**config.mk**
```make
export PLATFORM = sky130hd
export DESIGN_NAME = spi_reg_slave
export DESIGN_NICKNAME = d
export VERILOG_FILES = /design/src/rtl/spi_reg_pkg.sv /design/src/rtl/spi_sync_edge.sv /design/src/rtl/spi_reg_slave.sv
export SDC_FILE = /design/constraint.sdc
export NUM_CORES = 1
export LEC_CHECK = 0
export BUFFER_PORTS_ARGS = -buffer_cell sky130_fd_sc_hd__buf_2
export CORE_AREA = 5 5 74 76
export DETAILED_ROUTE_END_ITERATION = 8
export DIE_AREA = 0 0 79 81
export PLACE_DENSITY = 0.69
export SLEW_MARGIN = 20
export SYNTH_ARGS = -nofsm -noshare
export SYNTH_HDL_FRONTEND = slang
export SYNTH_SLANG_ARGS = --single-unit
```
**constraint.sdc**
```tcl
create_clock -name clk -period 2 [get_ports clk]
set_clock_uncertainty 0.2 [all_clocks]
set_input_delay 0.1 -clock clk [delete_from_list [all_inputs] [get_ports clk]]
set_output_delay 0.1 -clock clk [all_outputs]
set_load 0.01 [all_outputs]
```
**src/rtl/spi_reg_pkg.sv**
```systemverilog
// spi_reg_pkg: command codes, register map, reset values and FSM states shared by spi_reg_slave.
package spi_reg_pkg;
    localparam logic [7:0] CMD_WRITE   = 8'h01;
    localparam logic [7:0] CMD_READ    = 8'h02;
    localparam logic [7:0] ADDR_LED    = 8'd0;
    localparam logic [7:0] ADDR_BLINK  = 8'd1;
    localparam logic [7:0] ADDR_CTRL   = 8'd2;
    localparam logic [7:0] ADDR_STATUS = 8'd3;
    localparam logic [7:0] BLINK_RST   = 8'h19;
    localparam logic [7:0] CTRL_RST    = 8'h01;
    typedef enum logic [2:0] {ST_IDLE, ST_CMD, ST_ADDR, ST_DATA, ST_HOLD} state_t;
endpackage

```
**src/rtl/spi_sync_edge.sv**
```systemverilog
// spi_sync_edge: STAGES-deep synchronizer for one async input, with rise/fall pulses in the clk domain.
module spi_sync_edge #(
    parameter int STAGES = 2
) (
    input  logic clk,
    input  logic rst_n,
    input  logic d_i,
    output logic q_o,
    output logic rise_o,
    output logic fall_o
);
    // One extra flop beyond the synchronizer holds the previous level for edge detection.
    logic [STAGES:0] sr_q;
    always_ff @(posedge clk or negedge rst_n) begin
        if (!rst_n) sr_q <= '0;
        else        sr_q <= {sr_q[STAGES-1:0], d_i};
    end
    assign q_o    = sr_q[STAGES-1];
    assign rise_o = sr_q[STAGES-1] & ~sr_q[STAGES];
    assign fall_o = ~sr_q[STAGES-1] & sr_q[STAGES];
endmodule

```
**src/rtl/spi_reg_slave.sv**
```systemverilog
// spi_reg_slave: SPI mode-0 slave with LED_PATTERN/BLINK_DIV/CTRL/STATUS registers.
// Define SPI_REG_SLAVE_READBACK_EN to enable the READ command and MISO read data.
module spi_reg_slave
    import spi_reg_pkg::*;
#(
    parameter int         SYNC_STAGES = 2,
    parameter logic [7:0] LED_RST     = 8'h01
) (
    input  logic       clk,
    input  logic       rst_n,
    input  logic       spi_cs,
    input  logic       spi_sck,
    input  logic       spi_mosi,
    output logic       spi_miso,
    output logic [7:0] led_pattern,
    output logic [7:0] blink_div,
    output logic [7:0] ctrl,
    output logic       wr_strobe,
    output logic [1:0] wr_addr
);
    logic cs_q, cs_rise, cs_fall, sck_q, sck_rise, sck_fall, mosi_q, mosi_rise, mosi_fall;
    spi_sync_edge #(.STAGES(SYNC_STAGES)) u_cs (.clk(clk), .rst_n(rst_n), .d_i(spi_cs),
        .q_o(cs_q), .rise_o(cs_rise), .fall_o(cs_fall));
    spi_sync_edge #(.STAGES(SYNC_STAGES)) u_sck (.clk(clk), .rst_n(rst_n), .d_i(spi_sck),
        .q_o(sck_q), .rise_o(sck_rise), .fall_o(sck_fall));
    spi_sync_edge #(.STAGES(SYNC_STAGES)) u_mosi (.clk(clk), .rst_n(rst_n), .d_i(spi_mosi),
        .q_o(mosi_q), .rise_o(mosi_rise), .fall_o(mosi_fall));

    state_t     state_q;
    logic [2:0] bit_cnt_q;
    logic [7:0] rx_q, tx_q, addr_q, led_q, blink_q, ctrl_q, frame_cnt_q;
    logic [7:0] rx_d, rd_data;
    logic [1:0] wr_addr_q;
    logic       rd_q, wr_strobe_q, miso_q, byte_done, wr_ok;

`ifdef SPI_REG_SLAVE_READBACK_EN
    localparam bit READBACK = 1'b1;
    assign spi_miso = miso_q;
`else
    localparam bit READBACK = 1'b0;
    assign spi_miso = 1'b0;
`endif

    always_comb begin
        rx_d      = {rx_q[6:0], mosi_q};
        byte_done = sck_rise && bit_cnt_q == 3'd7;
        wr_ok     = !rd_q && addr_q < ADDR_STATUS;
        rd_data   = rx_d == ADDR_LED    ? led_q :
                    rx_d == ADDR_BLINK  ? blink_q :
                    rx_d == ADDR_CTRL   ? ctrl_q :
                    rx_d == ADDR_STATUS ? frame_cnt_q : 8'h00;
    end

    always_ff @(posedge clk or negedge rst_n) begin
        if (!rst_n) begin
            state_q     <= ST_IDLE;
            bit_cnt_q   <= '0;
            rx_q        <= '0;
            tx_q        <= '0;
            addr_q      <= '0;
            rd_q        <= 1'b0;
            led_q       <= LED_RST;
            blink_q     <= BLINK_RST;
            ctrl_q      <= CTRL_RST;
            frame_cnt_q <= '0;
            wr_strobe_q <= 1'b0;
            wr_addr_q   <= '0;
            miso_q      <= 1'b0;
        end else begin
            wr_strobe_q <= 1'b0;
            if (cs_rise) begin
                state_q   <= ST_IDLE;
                bit_cnt_q <= '0;
                miso_q    <= 1'b0;
            end else begin
                if (state_q != ST_IDLE && sck_rise) begin
                    bit_cnt_q <= bit_cnt_q + 3'd1;
                    rx_q      <= rx_d;
                end
                case (state_q)
                    ST_IDLE: if (cs_fall) state_q <= ST_CMD;
                    ST_CMD: if (byte_done) begin
                        rd_q    <= READBACK && rx_d == CMD_READ;
                        state_q <= (rx_d == CMD_WRITE || (READBACK && rx_d == CMD_READ)) ? ST_ADDR : ST_HOLD;
                    end
                    ST_ADDR: if (byte_done) begin
                        addr_q  <= rx_d;
                        state_q <= ST_DATA;
                        if (rd_q) begin
                            tx_q   <= rd_data;
                            miso_q <= rd_data[7];
                        end
                    end
                    ST_DATA: if (byte_done) begin
                        state_q <= ST_HOLD;
                        miso_q  <= 1'b0;
                        if (wr_ok) begin
                            led_q       <= addr_q == ADDR_LED   ? rx_d : led_q;
                            blink_q     <= addr_q == ADDR_BLINK ? rx_d : blink_q;
                            ctrl_q      <= addr_q == ADDR_CTRL  ? rx_d : ctrl_q;
                            frame_cnt_q <= frame_cnt_q + 8'd1;
                            wr_strobe_q <= 1'b1;
                            wr_addr_q   <= addr_q[1:0];
                        end
                    // The fall right after the address byte is where the MSB is presented, so no shift.
                    end else if (rd_q && sck_fall && bit_cnt_q != 3'd0) begin
                        tx_q   <= {tx_q[6:0], 1'b0};
                        miso_q <= tx_q[6];
                    end
                    default: ;
                endcase
            end
        end
    end

    assign led_pattern = led_q;
    assign blink_div   = blink_q;
    assign ctrl        = ctrl_q;
    assign wr_strobe   = wr_strobe_q;
    assign wr_addr     = wr_addr_q;

    logic unused;
    assign unused = ^{cs_q, sck_q, mosi_rise, mosi_fall, miso_q, tx_q[7]};
endmodule

```
### Word level (Yosys, flattened, before mapping)

Cells that the tools add are included.

* register bits after elaboration: 56
* output and inout bits: 28
* logic and storage cells: 59

* $add $sub $neg: 1
* magnitude comparators: 1
* eq/ne operators: 11
* multiplexer cells: 13
* bitwise operators: 7
* reduce and logical (&&, ||, !) cells: 14

Operators with widths (count)
* $mux W3: 8
* $reduce_and A5 Y1: 4
* $eq A8 B1 Y1 const B: 2
* $ne A3 B3 Y1 const B: 4
* $pmux W3 S4: 1
* $eq A8 B2 Y1 const B: 1
* $logic_not A8 Y1: 1
* $lt A8 B2 Y1 const B: 1
* $eq A3 B2 Y1 const B: 2
* $reduce_bool A5 Y1: 1
* $mux W1: 4
* $not A1 Y1: 4
* $reduce_and A4 Y1: 1
* $add A3 B1 Y3 const B: 1
* $and A1 B1 Y1: 3
* $eq A3 B1 Y1 const B: 1
* $eq A3 B3 Y1 const B: 1
* $logic_not A3 Y1: 1
* $reduce_and A3 Y1: 1
* $reduce_bool A3 Y1: 1
* $logic_and A1 B1 Y1: 2
* $reduce_and A2 Y1: 1
* $reduce_bool A2 Y1: 1

### Longest topological paths before layout

* depth in word-level cells: 6
* mapped depth: 6
* gate-level depth less buffers: 5

### Modules after synthesis

Synthesis repeated with hierarchy kept, for this count alone.

* cell total of the unflattened synthesis: 155
* area total of the unflattened synthesis: 2371.0 um^2

Modules (own cells, without submodules)
* spi_reg_slave: instances 1, cells each 140, area each 2100.8 um^2
* spi_sync_edge: instances 3, cells each 5, area each 90.1 um^2

### Least setup slack after synthesis

Ideal clock, no wire load.

* path kind: register -> register
* from: reg u_cs.sr_q[1]
* to: reg led_q[1], in the netlist led_pattern[1]
* arrival: 1670 ps
* data required time: 1675 ps
* setup slack: 5 ps
* stages on the path, launching flop included: 6
* buffers on the path: 1
* period minus slack after synthesis: 1995 ps
* cell sequence: dfrtp_1 -> ha_1 -> buf_2 -> nor4b_1 -> nand4_2 -> mux2_2

* cells in the longest elaborated chain, start to end: 3

Ends and longest elaborated chain
* start, declared: RTL line spi_sync_edge.sv:13 `logic [STAGES:0] sr_q;`
* start signal, assigned: RTL line spi_sync_edge.sv:16 `else sr_q <= {sr_q[STAGES-1:0], d_i};`
* $and A1 B1 Y1: RTL line spi_sync_edge.sv:19 `assign rise_o = sr_q[STAGES-1] & ~sr_q[STAGES];`
* $not A1 Y1 (no source line)
* $reduce_and A5 Y1 (no source line)
* end signal, assigned: RTL line spi_reg_slave.sv:98 `led_q <= addr_q == ADDR_LED ? rx_d : led_q;`
* end, declared: RTL line spi_reg_slave.sv:31 `logic [7:0] rx_q, tx_q, addr_q, led_q, blink_q, ctrl_q, frame_cnt_q;`

Every way passes these cells.
A chain may end at the register's enable or synchronous reset.

### Worst setup path after layout

* from: reg u_cs.sr_q[1]
* to: reg addr_q[5]

* cells in the longest elaborated chain, start to end: 3

Ends and longest elaborated chain
* $and A1 B1 Y1: RTL line spi_sync_edge.sv:19
* $not A1 Y1 (no source line)
* $reduce_and A3 Y1 (no source line)
* end signal, assigned: RTL line spi_reg_slave.sv:87 `addr_q <= rx_d;`
* end, declared: RTL line spi_reg_slave.sv:31

Every way passes these cells.

==> out/qor.tcl <==
set qor(status) {finished, violations left}
set qor(violated_checks) {negative setup slack}
set qor(synth-main-ff-cell) {sky130_fd_sc_hd__dfrtp_1}
set qor(end_kind) {flop}
set qor(vias_per_cell) 5.52
set qor(grt_setup_unrepaired) {true}
set qor(intPower_mw) 1.70
set qor(drtAntennaViolNets) 0
set qor(nets_final) 215
set qor(maxSlewHeadroom_pct) 56.6
set qor(final_layout_size_suffix_gt1_share_pct) 53.8
set qor(peakVddDrop_mv) 0.552
set qor(cts_root_buffer) {sky130_fd_sc_hd__clkbuf_8}
set qor(dieWidth_um) 79
set qor(grt_overflow_total) 0
set qor(p_leak_nw) 1.40
set qor(p_sw_share_pct) 24.8
set qor(final-hold-violation-count) 0
set qor(worstPathRequired_ps) 1990
set qor(post-synth-top-count-cell) {sky130_fd_sc_hd__dfrtp_1}
set qor(switching_power_summed_over_all_nets_mw) 0.561
set qor(start_util_pct) 48.9
set qor(setup.worst_path.start_class) {flop}
set qor(worst_ep_arrival_ps) 1990
set qor(synth_top_area_cell) {sky130_fd_sc_hd__dfrtp_1}
set qor(initial_antenna_violation_count) 0
set qor(ys_top_cells_by_count) {sky130_fd_sc_hd__dfrtp_1 (51), sky130_fd_sc_hd__mux2_2 (39), sky130_fd_sc_hd__dfstp_2 (5)}
set qor(crit_family) {simple AND/OR/NAND/NOR gates}
set qor(post_synth_instance_area_um2) 2280
set qor(async_flop_share_pct) 100
set qor(design_power_total_mw) 2.26
set qor(cts_sinks) 56
set qor(worst-setup-path-type) {reg2reg}
set qor(route.final.wire_length_mm) 4.34
set qor(share_clk_of_total_power_pct) 32.5
set qor(critical-path-slowest-cell) {sky130_fd_sc_hd__dfrtp_1}
set qor(synth_mux_area_share_pct) 19.3
set qor(power.density_cell_area_nw_per_um2) 808
set qor(synth-simple-area-share_pct) 11.8
set qor(initialDrtViolationCount) 137
set qor(detailroute.via_count) 1446
set qor(synthXorXnorAreaFrac_pct) 0
set qor(level_count_of_the_clock_h_tree) 2
set qor(area_delta_synth_final_pct) 22.6
set qor(wire_length_of_the_first_global_routing_pass_mm) 7.60
set qor(yosys_warnings) 0
set qor(design.die.area_um2) 6400
set qor(synth.lib_cells_used.distinct) 36
set qor(cp_max_fo) 10
set qor(synth.yosys.seq_area_share_pct) 61.8
set qor(post_synth_inst_count) 153
set qor(synth_top_area_share_pct) 56.0
set qor(dp_hpwl_mm) 3.17
set qor(cts_buffers) 5
set qor(remaining_drc_errors) 0
set qor(min_period_ps) 2000
set qor(port-buffer-count) 31
set qor(worstPathBufferInverterCount) 1
set qor(min-delay-path-class) {in2async}
set qor(grt_start_max_net_pins) 30
set qor(power_frac_comb_pct) 9.1
set qor(groute.usage.overall_pct) 15.2
set qor(report.final.slew_viol_count) 0
set qor(seq_power_share_pct) 58.3
set qor(row_count) 25
set qor(clkSlewWorstSetupHoldPaths_ps) 100
set qor(place_congestion) 0.816
set qor(detailedPlace.worstSlack_ps) -94.1
set qor(share_of_the_clock_period_used_by_the_worst_path_after_layout_pct) 100
set qor(syn-mean-instance-area_um2) 14.9
set qor(tightestPinTransition_ps) 650
set qor(synth_top_family_by_area) {multiplexers}
set qor(cts_tree) {built}
set qor(drt_pass1_iterations) 4
set qor(post_synth_main_area_contributors) {sky130_fd_sc_hd__dfrtp_1 (56%), sky130_fd_sc_hd__mux2_2 (19%), sky130_fd_sc_hd__dfstp_2 (5.8%)}
set qor(ys_seq_elements) 56
set qor(antenna-diode-count) 0
set qor(clock_insertion_delay_worst_skew_ps) 300
set qor(io_pins) 33
set qor(dr_wl_cell_um) 16.6
set qor(die_h_um) 81
set qor(crit_path_cell_trace) {ha_4, buf_4, and2b_1, and3b_2, mux2_2}
set qor(cp_slowest_stage_delay_ps) 420
set qor(core_area_um2) 4660
set qor(maxClockFrequency_mhz) 500
set qor(synth_edf_count) 0
set qor(synth-compound-area-share_pct) 3.84
set qor(max_cap_violations) 0
set qor(synth.net_count) 161
set qor(pnr_worst_setup_slack_ps) -0.930
set qor(grt_pass1_vias) 1507
set qor(ctsLongestPathBuffers) 2
set qor(finalSetupViolations) 2
set qor(yosys.area_share.adder_pct) 1.65
## layout by cell type (no fill, tap or decap), types with 2 or more instances in the layout
master and instances:
sky130_fd_sc_hd__buf_2 31, sky130_fd_sc_hd__dfstp_2 5, sky130_fd_sc_hd__a41oi_1 2, sky130_fd_sc_hd__a31oi_1 2
sky130_fd_sc_hd__nand4_1 2, sky130_fd_sc_hd__dfrtp_1 51, sky130_fd_sc_hd__nand3_1 2, sky130_fd_sc_hd__buf_4 16
sky130_fd_sc_hd__nor2b_1 2, sky130_fd_sc_hd__o21ai_0 3, sky130_fd_sc_hd__nor3_1 3, sky130_fd_sc_hd__nor3b_1 3
sky130_fd_sc_hd__nor3_2 2, sky130_fd_sc_hd__nand4_2 3, sky130_fd_sc_hd__mux2_2 39, sky130_fd_sc_hd__clkbuf_8 5
sky130_fd_sc_hd__nor2_1 2, sky130_fd_sc_hd__inv_1 2, sky130_fd_sc_hd__a21oi_1 4, sky130_fd_sc_hd__dlygate4sd3_1 4
sky130_fd_sc_hd__ha_1 2
## power groups by stage
stage,clock [mW],sequential [mW],combinational (mW)
floorplan,0,1.30,0.126
global placement,0,1.34,0.183
detailed placement,0,1.34,0.192
CTS,0.755,1.32,0.207
global route,0.814,1.34,0.234
finish,0.734,1.32,0.206
## layout make-up
| class | instances | area, µm² |
|---|---|---|
| Clock inverter | 2 | 38.8 |
| Tap cell | 54 | 67.6 |
| Timing Repair Buffer | 52 | 335 |
| Inverter | 2 | 7.51 |
| Fill cell | 358 | 1870 |
| Multi-Input combinational cell | 90 | 865 |
| Clock buffer | 6 | 72.6 |
| Sequential cell | 56 | 1410 |
## worst reg2reg max path, delay by kind of cell, from the launching register on
family / cells / cell delay [ps]
buffers and inverters: 1 / 170
multiplexers: 1 / 370
flip-flops: 1 / 420
AND/OR/NAND/NOR: 2 / 540
adder cells (fa/ha/maj): 1 / 190
## stage by stage
step | hold slack (ps) | area [µm²] | setup TNS (ps) | instances | util [%]
6_report | 149 | 2790 | -1.16 | 262 | 59.9
5_1_grt | 165 | 2790 | -173 | 262 | 59.9
4_1_cts | 160 | 2780 | -15.1 | 262 | 59.6
3_5_place_dp | -32.2 | 2590 | -1090 | 247 | 55.6
3_3_place_gp | -57.5 | 2590 | 0 | 247 | 55.6
2_1_floorplan | -396 | 2280 | 0 | 153 | -
## what timing repair did
action                                  in CTS  in global routing
endpoints found under the setup margin      28                 17
resized for setup                            3                  2
hold buffers                                 4                  0
pin swaps                                    1                  0
buffers inserted                             3                  0
hold endpoints to repair                    26                  0
## cell families (layout without fill, tap and decap cells)
kind of cell,after synthesis,count (layout)
AOI/OAI and AO/OA,14,14
adders and majority gates,3,3
buffers and inverters,7,62
DFF,56,56
muxes,39,39
other,1,1
and+or+nand+nor,33,33
## flip-flops by register name (all words and copies together) (netlist names), 2 cells and up
signal       flops
u_mosi.sr_q      2
u_cs.sr_q        3
u_sck.sr_q       3
state_q          3
blink_div        8
addr_q           8
wr_addr          2
ctrl             8
bit_cnt_q        3
led_pattern      8
rx_q             7
## layer usage
metal	wire, µm	global-route usage [%]
met1	1990	20.1
met2	2060	24.4
met3	207	3.66
met4	85	5.67
met5	0	0
## path summary, 6_finish.rpt
kind / startpoint / to / slack [ps] / cells past startpoint
setup / recovery: u_cs.sr_q[1] / addr_q[5] / -0.9 / 5
hold / removal: rst_n / u_mosi.sr_q[0] / 150 / 2
setup reg to reg: u_cs.sr_q[1] / addr_q[5] / -0.9 / 5
hold reg to reg: u_sck.sr_q[0] / u_sck.sr_q[1] / 160 / 0
max in group asynchronous: rst_n / u_sck.sr_q[0] / 870 / 3
min in group clk: u_sck.sr_q[0] / u_sck.sr_q[1] / 160 / 0
Power figures use the tool's default switching activity.
